**src/rtl/bus_master_port_if.sv**
```systemverilog
// ============================================================================
//  Module   : bus_master_port_if
//  Purpose  : Bridge-side request/response and serial-bus signal bundle.
//  Revision : 1.0
// ============================================================================
`default_nettype none

interface bus_master_port_if #(
   parameter int ADDR_WIDTH = 16,
   parameter int DATA_WIDTH = 8
);
   logic                  dvalid;
   logic                  dmode;
   logic [ADDR_WIDTH-1:0] daddr;
   logic [DATA_WIDTH-1:0] dwdata;
   logic                  dready;
   logic [DATA_WIDTH-1:0] drdata;
   logic                  ddone;
   logic                  derr;
   logic                  mbreq;
   logic                  mbgrant;
   logic                  mmode;
   logic                  mvalid;
   logic                  mwdata;
   logic                  mack;
   logic                  svalid;
   logic                  mrdata;

   modport master (
      input  dvalid, dmode, daddr, dwdata, mbgrant, mack, svalid, mrdata,
      output dready, drdata, ddone, derr, mbreq, mmode, mvalid, mwdata
   );

   modport slave (
      output dvalid, dmode, daddr, dwdata, mbgrant, mack, svalid, mrdata,
      input  dready, drdata, ddone, derr, mbreq, mmode, mvalid, mwdata
   );
endinterface

`default_nettype wire

```
**src/rtl/bus_master_port.sv**
```systemverilog
// ============================================================================
//  Module   : bus_master_port
//  Purpose  : Serial-bus master: arbitrates, shifts out select/address/data,
//             collects read data and reports done or error to the bridge.
//  Revision : 1.0
// ============================================================================
`default_nettype none

module bus_master_port #(
   parameter int ADDR_WIDTH     = 16,
   parameter int MEM_ADDR_WIDTH = 12,
   parameter int DATA_WIDTH     = 8,
   parameter int ACK_TIMEOUT    = 16
) (
   input  logic              clk,
   input  logic              rst,
   bus_master_port_if.master bus
);

   localparam int DEV_WIDTH = ADDR_WIDTH - MEM_ADDR_WIDTH;
   localparam int MAX_W     = (DEV_WIDTH > MEM_ADDR_WIDTH)
                            ? ((DEV_WIDTH > DATA_WIDTH) ? DEV_WIDTH : DATA_WIDTH)
                            : ((MEM_ADDR_WIDTH > DATA_WIDTH) ? MEM_ADDR_WIDTH : DATA_WIDTH);
   localparam int CNT_W     = $clog2(MAX_W) + 1;
   localparam int TO_W      = $clog2(ACK_TIMEOUT + 1);

   typedef enum logic [3:0] {
      S_IDLE     = 4'd0,
      S_REQ      = 4'd1,
      S_SADDR    = 4'd2,
      S_WAIT_ACK = 4'd3,
      S_ADDR     = 4'd4,
      S_WDATA    = 4'd5,
      S_RDATA    = 4'd6,
      S_DONE     = 4'd7,
      S_ERR      = 4'd8
   } state_t;

   state_t                state_q, state_d;
   logic                  mode_q;
   logic [ADDR_WIDTH-1:0] addr_q;
   logic [DATA_WIDTH-1:0] wdata_q;
   logic [DATA_WIDTH-1:0] rx_q, rx_d;
   logic [DATA_WIDTH-1:0] drdata_q, drdata_d;
   logic [CNT_W-1:0]      bit_q, bit_d;
   logic [TO_W-1:0]       to_q, to_d;

   logic                  dready, mbreq, mvalid, mwdata, ddone, derr;
   logic [DEV_WIDTH-1:0]      dev_sh;
   logic [MEM_ADDR_WIDTH-1:0] mem_sh;
   logic [DATA_WIDTH-1:0]     dat_sh;
   logic                  last_dev, last_mem, last_dat, timed_out;

   // Current serial bit is always bit 0 of the field shifted by the bit counter.
   assign dev_sh    = addr_q[ADDR_WIDTH-1:MEM_ADDR_WIDTH] >> bit_q;
   assign mem_sh    = addr_q[MEM_ADDR_WIDTH-1:0] >> bit_q;
   assign dat_sh    = wdata_q >> bit_q;
   assign last_dev  = (bit_q == CNT_W'(DEV_WIDTH - 1));
   assign last_mem  = (bit_q == CNT_W'(MEM_ADDR_WIDTH - 1));
   assign last_dat  = (bit_q == CNT_W'(DATA_WIDTH - 1));
   assign timed_out = (to_q == TO_W'(ACK_TIMEOUT));

   always_comb begin
      state_d  = state_q;
      bit_d    = bit_q;
      to_d     = to_q;
      rx_d     = rx_q;
      drdata_d = drdata_q;
      dready   = 1'b0;
      mbreq    = 1'b0;
      mvalid   = 1'b0;
      mwdata   = 1'b0;
      ddone    = 1'b0;
      derr     = 1'b0;

      case (state_q)
         S_IDLE: begin
            dready = 1'b1;
            if (bus.dvalid) state_d = S_REQ;
         end
         S_REQ: begin
            mbreq = 1'b1;
            if (bus.mbgrant) state_d = S_SADDR;
         end
         S_SADDR: begin
            mbreq = 1'b1;
            if (!bus.mbgrant) begin
               state_d = S_ERR;
            end else begin
               mvalid = 1'b1;
               mwdata = dev_sh[0];
               bit_d  = bit_q + CNT_W'(1);
               if (last_dev) state_d = S_WAIT_ACK;
            end
         end
         S_WAIT_ACK: begin
            mbreq = 1'b1;
            to_d  = to_q + TO_W'(1);
            if (!bus.mbgrant)  state_d = S_ERR;
            else if (bus.mack) state_d = S_ADDR;
            else if (timed_out) state_d = S_ERR;
         end
         S_ADDR: begin
            mbreq = 1'b1;
            if (!bus.mbgrant) begin
               state_d = S_ERR;
            end else begin
               mvalid = 1'b1;
               mwdata = mem_sh[0];
               bit_d  = bit_q + CNT_W'(1);
               if (last_mem) state_d = mode_q ? S_WDATA : S_RDATA;
            end
         end
         S_WDATA: begin
            mbreq = 1'b1;
            if (!bus.mbgrant) begin
               state_d = S_ERR;
            end else begin
               mvalid = 1'b1;
               mwdata = dat_sh[0];
               bit_d  = bit_q + CNT_W'(1);
               if (last_dat) state_d = S_DONE;
            end
         end
         S_RDATA: begin
            mbreq = 1'b1;
            to_d  = to_q + TO_W'(1);
            if (!bus.mbgrant) begin
               state_d = S_ERR;
            end else if (bus.svalid) begin
               rx_d  = rx_q | (DATA_WIDTH'(bus.mrdata) << bit_q);
               bit_d = bit_q + CNT_W'(1);
               to_d  = '0;
               if (last_dat) begin
                  state_d  = S_DONE;
                  drdata_d = rx_d;
               end
            end else if (timed_out) begin
               state_d = S_ERR;
            end
         end
         S_DONE: begin
            ddone   = 1'b1;
            state_d = S_IDLE;
         end
         S_ERR: begin
            derr    = 1'b1;
            state_d = S_IDLE;
         end
         default: state_d = S_IDLE;
      endcase

      // Every state starts with fresh bit/timeout counters and an empty receive buffer.
      if (state_d != state_q) begin
         bit_d = '0;
         to_d  = '0;
         rx_d  = '0;
      end
   end

   always_ff @(posedge clk) begin
      if (rst) begin
         state_q  <= S_IDLE;
         mode_q   <= 1'b0;
         addr_q   <= '0;
         wdata_q  <= '0;
         rx_q     <= '0;
         drdata_q <= '0;
         bit_q    <= '0;
         to_q     <= '0;
      end else begin
         state_q  <= state_d;
         rx_q     <= rx_d;
         drdata_q <= drdata_d;
         bit_q    <= bit_d;
         to_q     <= to_d;
         if (state_q == S_IDLE && bus.dvalid) begin
            mode_q  <= bus.dmode;
            addr_q  <= bus.daddr;
            wdata_q <= bus.dwdata;
         end
      end
   end

   assign bus.dready = dready;
   assign bus.drdata = drdata_q;
   assign bus.ddone  = ddone;
   assign bus.derr   = derr;
   assign bus.mbreq  = mbreq;
   assign bus.mmode  = mode_q & mbreq;
   assign bus.mvalid = mvalid;
   assign bus.mwdata = mwdata;

endmodule

`default_nettype wire

```
**src/flat_wrapper.sv**
```systemverilog
// flat-port wrapper written by rule: the top's interface ports become plain ports
module bus_master_port_flat 
#(
   parameter int ADDR_WIDTH     = 16,
   parameter int MEM_ADDR_WIDTH = 12,
   parameter int DATA_WIDTH     = 8,
   parameter int ACK_TIMEOUT    = 16
)
  (clk, rst, bus_dvalid, bus_dmode, bus_daddr, bus_dwdata, bus_mbgrant, bus_mack, bus_svalid, bus_mrdata, bus_dready, bus_drdata, bus_ddone, bus_derr, bus_mbreq, bus_mmode, bus_mvalid, bus_mwdata);
  bus_master_port_if #(.ADDR_WIDTH(ADDR_WIDTH), .DATA_WIDTH(DATA_WIDTH)) bus_i ();
  input  logic clk;
  input  logic rst;
  input wire logic [$bits(bus_i.dvalid)-1:0] bus_dvalid;
  input wire logic [$bits(bus_i.dmode)-1:0] bus_dmode;
  input wire logic [$bits(bus_i.daddr)-1:0] bus_daddr;
  input wire logic [$bits(bus_i.dwdata)-1:0] bus_dwdata;
  input wire logic [$bits(bus_i.mbgrant)-1:0] bus_mbgrant;
  input wire logic [$bits(bus_i.mack)-1:0] bus_mack;
  input wire logic [$bits(bus_i.svalid)-1:0] bus_svalid;
  input wire logic [$bits(bus_i.mrdata)-1:0] bus_mrdata;
  output wire logic [$bits(bus_i.dready)-1:0] bus_dready;
  output wire logic [$bits(bus_i.drdata)-1:0] bus_drdata;
  output wire logic [$bits(bus_i.ddone)-1:0] bus_ddone;
  output wire logic [$bits(bus_i.derr)-1:0] bus_derr;
  output wire logic [$bits(bus_i.mbreq)-1:0] bus_mbreq;
  output wire logic [$bits(bus_i.mmode)-1:0] bus_mmode;
  output wire logic [$bits(bus_i.mvalid)-1:0] bus_mvalid;
  output wire logic [$bits(bus_i.mwdata)-1:0] bus_mwdata;
  assign bus_i.dvalid = bus_dvalid;
  assign bus_i.dmode = bus_dmode;
  assign bus_i.daddr = bus_daddr;
  assign bus_i.dwdata = bus_dwdata;
  assign bus_i.mbgrant = bus_mbgrant;
  assign bus_i.mack = bus_mack;
  assign bus_i.svalid = bus_svalid;
  assign bus_i.mrdata = bus_mrdata;
  assign bus_dready = bus_i.dready;
  assign bus_drdata = bus_i.drdata;
  assign bus_ddone = bus_i.ddone;
  assign bus_derr = bus_i.derr;
  assign bus_mbreq = bus_i.mbreq;
  assign bus_mmode = bus_i.mmode;
  assign bus_mvalid = bus_i.mvalid;
  assign bus_mwdata = bus_i.mwdata;
  bus_master_port #(.ADDR_WIDTH(ADDR_WIDTH), .MEM_ADDR_WIDTH(MEM_ADDR_WIDTH), .DATA_WIDTH(DATA_WIDTH), .ACK_TIMEOUT(ACK_TIMEOUT)) u_core (.clk(clk), .rst(rst), .bus(bus_i));
endmodule
```
**config.mk**
```make
export PLATFORM = sky130hd
export DESIGN_NAME = bus_master_port_flat
export DESIGN_NICKNAME = d
export VERILOG_FILES = /design/src/rtl/bus_master_port_if.sv /design/src/rtl/bus_master_port.sv /design/src/flat_wrapper.sv
export SDC_FILE = /design/constraint.sdc
export NUM_CORES = 1
export LEC_CHECK = 0
export BUFFER_PORTS_ARGS = -buffer_cell sky130_fd_sc_hd__buf_4
export CAP_MARGIN = 20
export CORE_ASPECT_RATIO = 1.4
export CORE_MARGIN = 2
export CORE_UTILIZATION = 25
export DETAILED_ROUTE_END_ITERATION = 8
export GPL_TIMING_DRIVEN = 0
export PLACE_DENSITY = 0.4
export SETUP_SLACK_MARGIN = 0.2
export SLEW_MARGIN = 20
export SYNTH_ARGS = -nofsm -noshare
export SYNTH_HDL_FRONTEND = slang
export SYNTH_SLANG_ARGS = --single-unit
```
**constraint.sdc**
```tcl
create_clock -name clk -period 2.2 [get_ports clk]
set_clock_uncertainty 0.05 [all_clocks]
set_input_delay 0.22 -clock clk [delete_from_list [all_inputs] [get_ports clk]]
set_output_delay 0.22 -clock clk [all_outputs]
set_load 0.03 [all_outputs]
```
==> results.json <==
{
  "outcome": "complete, but fails checks",
  "failed_checks": "negative setup slack",
  "nNetsFinal": 453,
  "synth-edff-count": 0,
  "power_density_nw_per_um2": 606,
  "finalCritPeriodShare_pct": 117,
  "drt-wirelength-per-cell_um": 15.2,
  "leakagePower_uw": 0.00137,
  "grt_max_degree": 18,
  "seq_area_frac_synth_pct": 38.3,
  "die_w_um": 94.6,
  "hold_viol_final": 0,
  "clk_latency_ns": 0.30,
  "ir_drop_mv": 0.288,
  "place_area_um2": 3450,
  "min_period_ns": 2.57,
  "viasPerCell": 4.74,
  "drc": 0,
  "worst_slew_pin_slew_ns": 0.647,
  "final_common_cell": "nand2_1",
  "gp_congestion": 0.838,
  "start_util_pct": 25.5,
  "grt_usage_pct": 14.7,
  "fmax_ghz": 0.390,
  "cp-end-kind": "output pin",
  "arrival_ns": 2.30,
  "antenna_cells": 0,
  "port_buffers": 46,
  "area_growth_pct": 34.2,
  "antenna_found_initial": 0,
  "cts_sinks": 55,
  "critPathLaunchType": "flop",
  "crit_path_max_incr_delay_ns": 0.47,
  "cp_common_cell": "a311oi_2",
  "regArea_um2": 1120,
  "grt_pass1_vias": 2672,
  "multiInputGateArea_um2": 1770,
  "design_area_um2": 3850,
  "netlist_area_um2": 2870,
  "overflow": 0,
  "rows": 46,
  "synth_cell_types": 54,
  "final.setup.tns_ns": -3.32,
  "cts_buffer_depth": 2,
  "ioPinCount": 47,
  "cts_root_buf": "clkbuf_16",
  "worstPathCellList": "buf_8 > mux2_4 > mux4_2 > nor2_2 > a311oi_2 > a311oi_2 > a2111oi_4 > buf_4",
  "fp.coreArea_um2": 11300,
  "wirelength_mm": 8.57,
  "yosys_warnings": 0,
  "synth-seq-cells": 55,
  "drtIter0Drc": 192,
  "synth_nets": 393,
  "dp_slack_ns": -0.452,
  "setup_viol_count_final": 19,
  "die-area_um2": 12400,
  "syn_inst": 358,
  "synthArstFlopShare_pct": 0,
  "rsz0062_at_grt": "true",
  "ys.flop_type": "dfxtp_1",
  "slew_headroom_pct": 56.9,
  "die_y_um": 131,
  "drt_first_pass_iters": 4,
  "cpMaxStageDelayCell": "mux4_2",
  "syn_avg_cell_area_um2": 8.02,
  "crit_fanout": 5,
  "drive_gt1_share_pct": 29.4,
  "cts_inserted_buffers": 5,
  "clk_pin_slew_ns": 0.08,
  "cp_num_buf_inv": 2,
  "cp.required_ns": 1.93,
  "cts_tree": "yes",
  "cts_max_level": 2,
  "dp_hpwl_mm": 6.40,
  "finalWorstSetupSlack_ns": -0.366,
  "fin_hold_ws_ns": 0.116,
  "slew_violations": 0,
  "cap_violations": 0,
  "crit_type": "reg2out",
  "route.vias.total": 2670,
  "hp-class": "in2reg",
  "holdBufCountCts": 0,
  "fill_cells": 1280,
  "mostFrequentLayoutCells": "nand2_1, buf_4, dfxtp_1",
  "cpLargestDelayFamily": "multiplexers",
  "grt_pass1_wl_mm": 14.0,
  "ant_nets": 0
}
==> what timing repair did <==
item | 4_1_cts | 5_1_grt
resized for setup | 36 | 13
pin swaps | 5 | 4
endpoints found under the setup margin | 58 | 47
setup buffers | 7 | 0
==> per-layer routing <==
metal  wire [um]  up-vias  track usage (%)
met3         231       13             2.58
met4         160        0             5.71
li1            -     1363                -
met1        3700     1250             17.3
met5           0        -                0
met2        4480       44             26.3
==> cells by family (layout without fill, tap and decap cells) <==
logic type | count (synthesis) | after routing | share of synthesized area [%]
compound gates | 80 | 80 | 17.9
xor+xnor | 8 | 8 | 2.44
fa+ha+maj | 3 | 3 | 1.31
buf+inv | 34 | 95 | 5.84
flops | 55 | 55 | 38.3
mux | 11 | 11 | 4.88
simple gates | 167 | 167 | 29.3
==> power breakdown <==
part           internal [uW]  switching [uW]
clock network            543             393
logic                    156             196
registers               1030            19.1
==> flip-flops by register name, summed over array words and instances (netlist names) <==
register	flops
u_core.bit_q	5
u_core.mode_q	1
u_core.to_q	5
u_core.bus.drdata	8
u_core.state_q	4
u_core.addr_q	16
u_core.rx_q	8
u_core.wdata_q	8
==> worst paths after layout <==
kind	cells after the start	end	start	slack (ns)
worst max-delay path	8	bus_mwdata	u_core.state_q[0]$_SDFF_PP0_	-0.37
worst min-delay path	3	u_core.addr_q[7]$_SDFFE_PP0P_	bus_daddr[7]	0.12
worst min register to register	2	u_core.addr_q[15]$_SDFFE_PP0P_	u_core.addr_q[15]$_SDFFE_PP0P_	0.41
worst max register to register	8	u_core.to_q[4]$_SDFFE_PP0P_	u_core.bit_q[1]$_SDFFE_PP0P_	-0.22
==> cell usage after synthesis (all sizes together), types with 4 or more instances <==
cell type | n | area (um2)
xnor2 | 4 | 35.0
dfxtp | 55 | 1100
clkbuf | 15 | 56.3
mux2i | 5 | 50.1
inv | 8 | 30.0
o21ai | 5 | 25.0
nand2 | 60 | 225
buf | 11 | 81.3
xor2 | 4 | 35.0
a211oi | 15 | 118
nor3 | 11 | 55.1
nor2b | 5 | 31.3
nand2b | 9 | 56.3
nor2 | 49 | 189
nand3 | 7 | 35.0
mux2 | 4 | 45.0
a21oi | 40 | 200
==> cell type report <==
cell class | instances | area share [%]
inverter | 8 | 0.877
sequential | 55 | 29.0
multi-input combinational | 269 | 45.9
buffer | 26 | 4.90
clock buffer | 6 | 3.35
tap | 144 | 4.68
clock inverter | 2 | 1.01
timing repair buffer | 53 | 10.3
==> worst register-to-register path, cell delays in order (launching register included) <==
cell and delay [ns]:
dfxtp_2 0.42, ha_2 0.26, nand4bb_2 0.26, a2111oi_4 0.43, a211oi_2 0.16, a211oi_4 0.32, o22ai_4 0.16, buf_4 0.19
nor3_1 0.11
==> stage by stage <==
step                      util (%)  total power (uW)  std cells
after floorplan                  -              1260        358
after global placement        30.6              1390        548
after detailed placement      30.6              1390        548
after CTS                     33.9              2360        563
after global routing          34.2              2440        563
final                         34.2              2330        563
(Power assumes the default switching activity.)
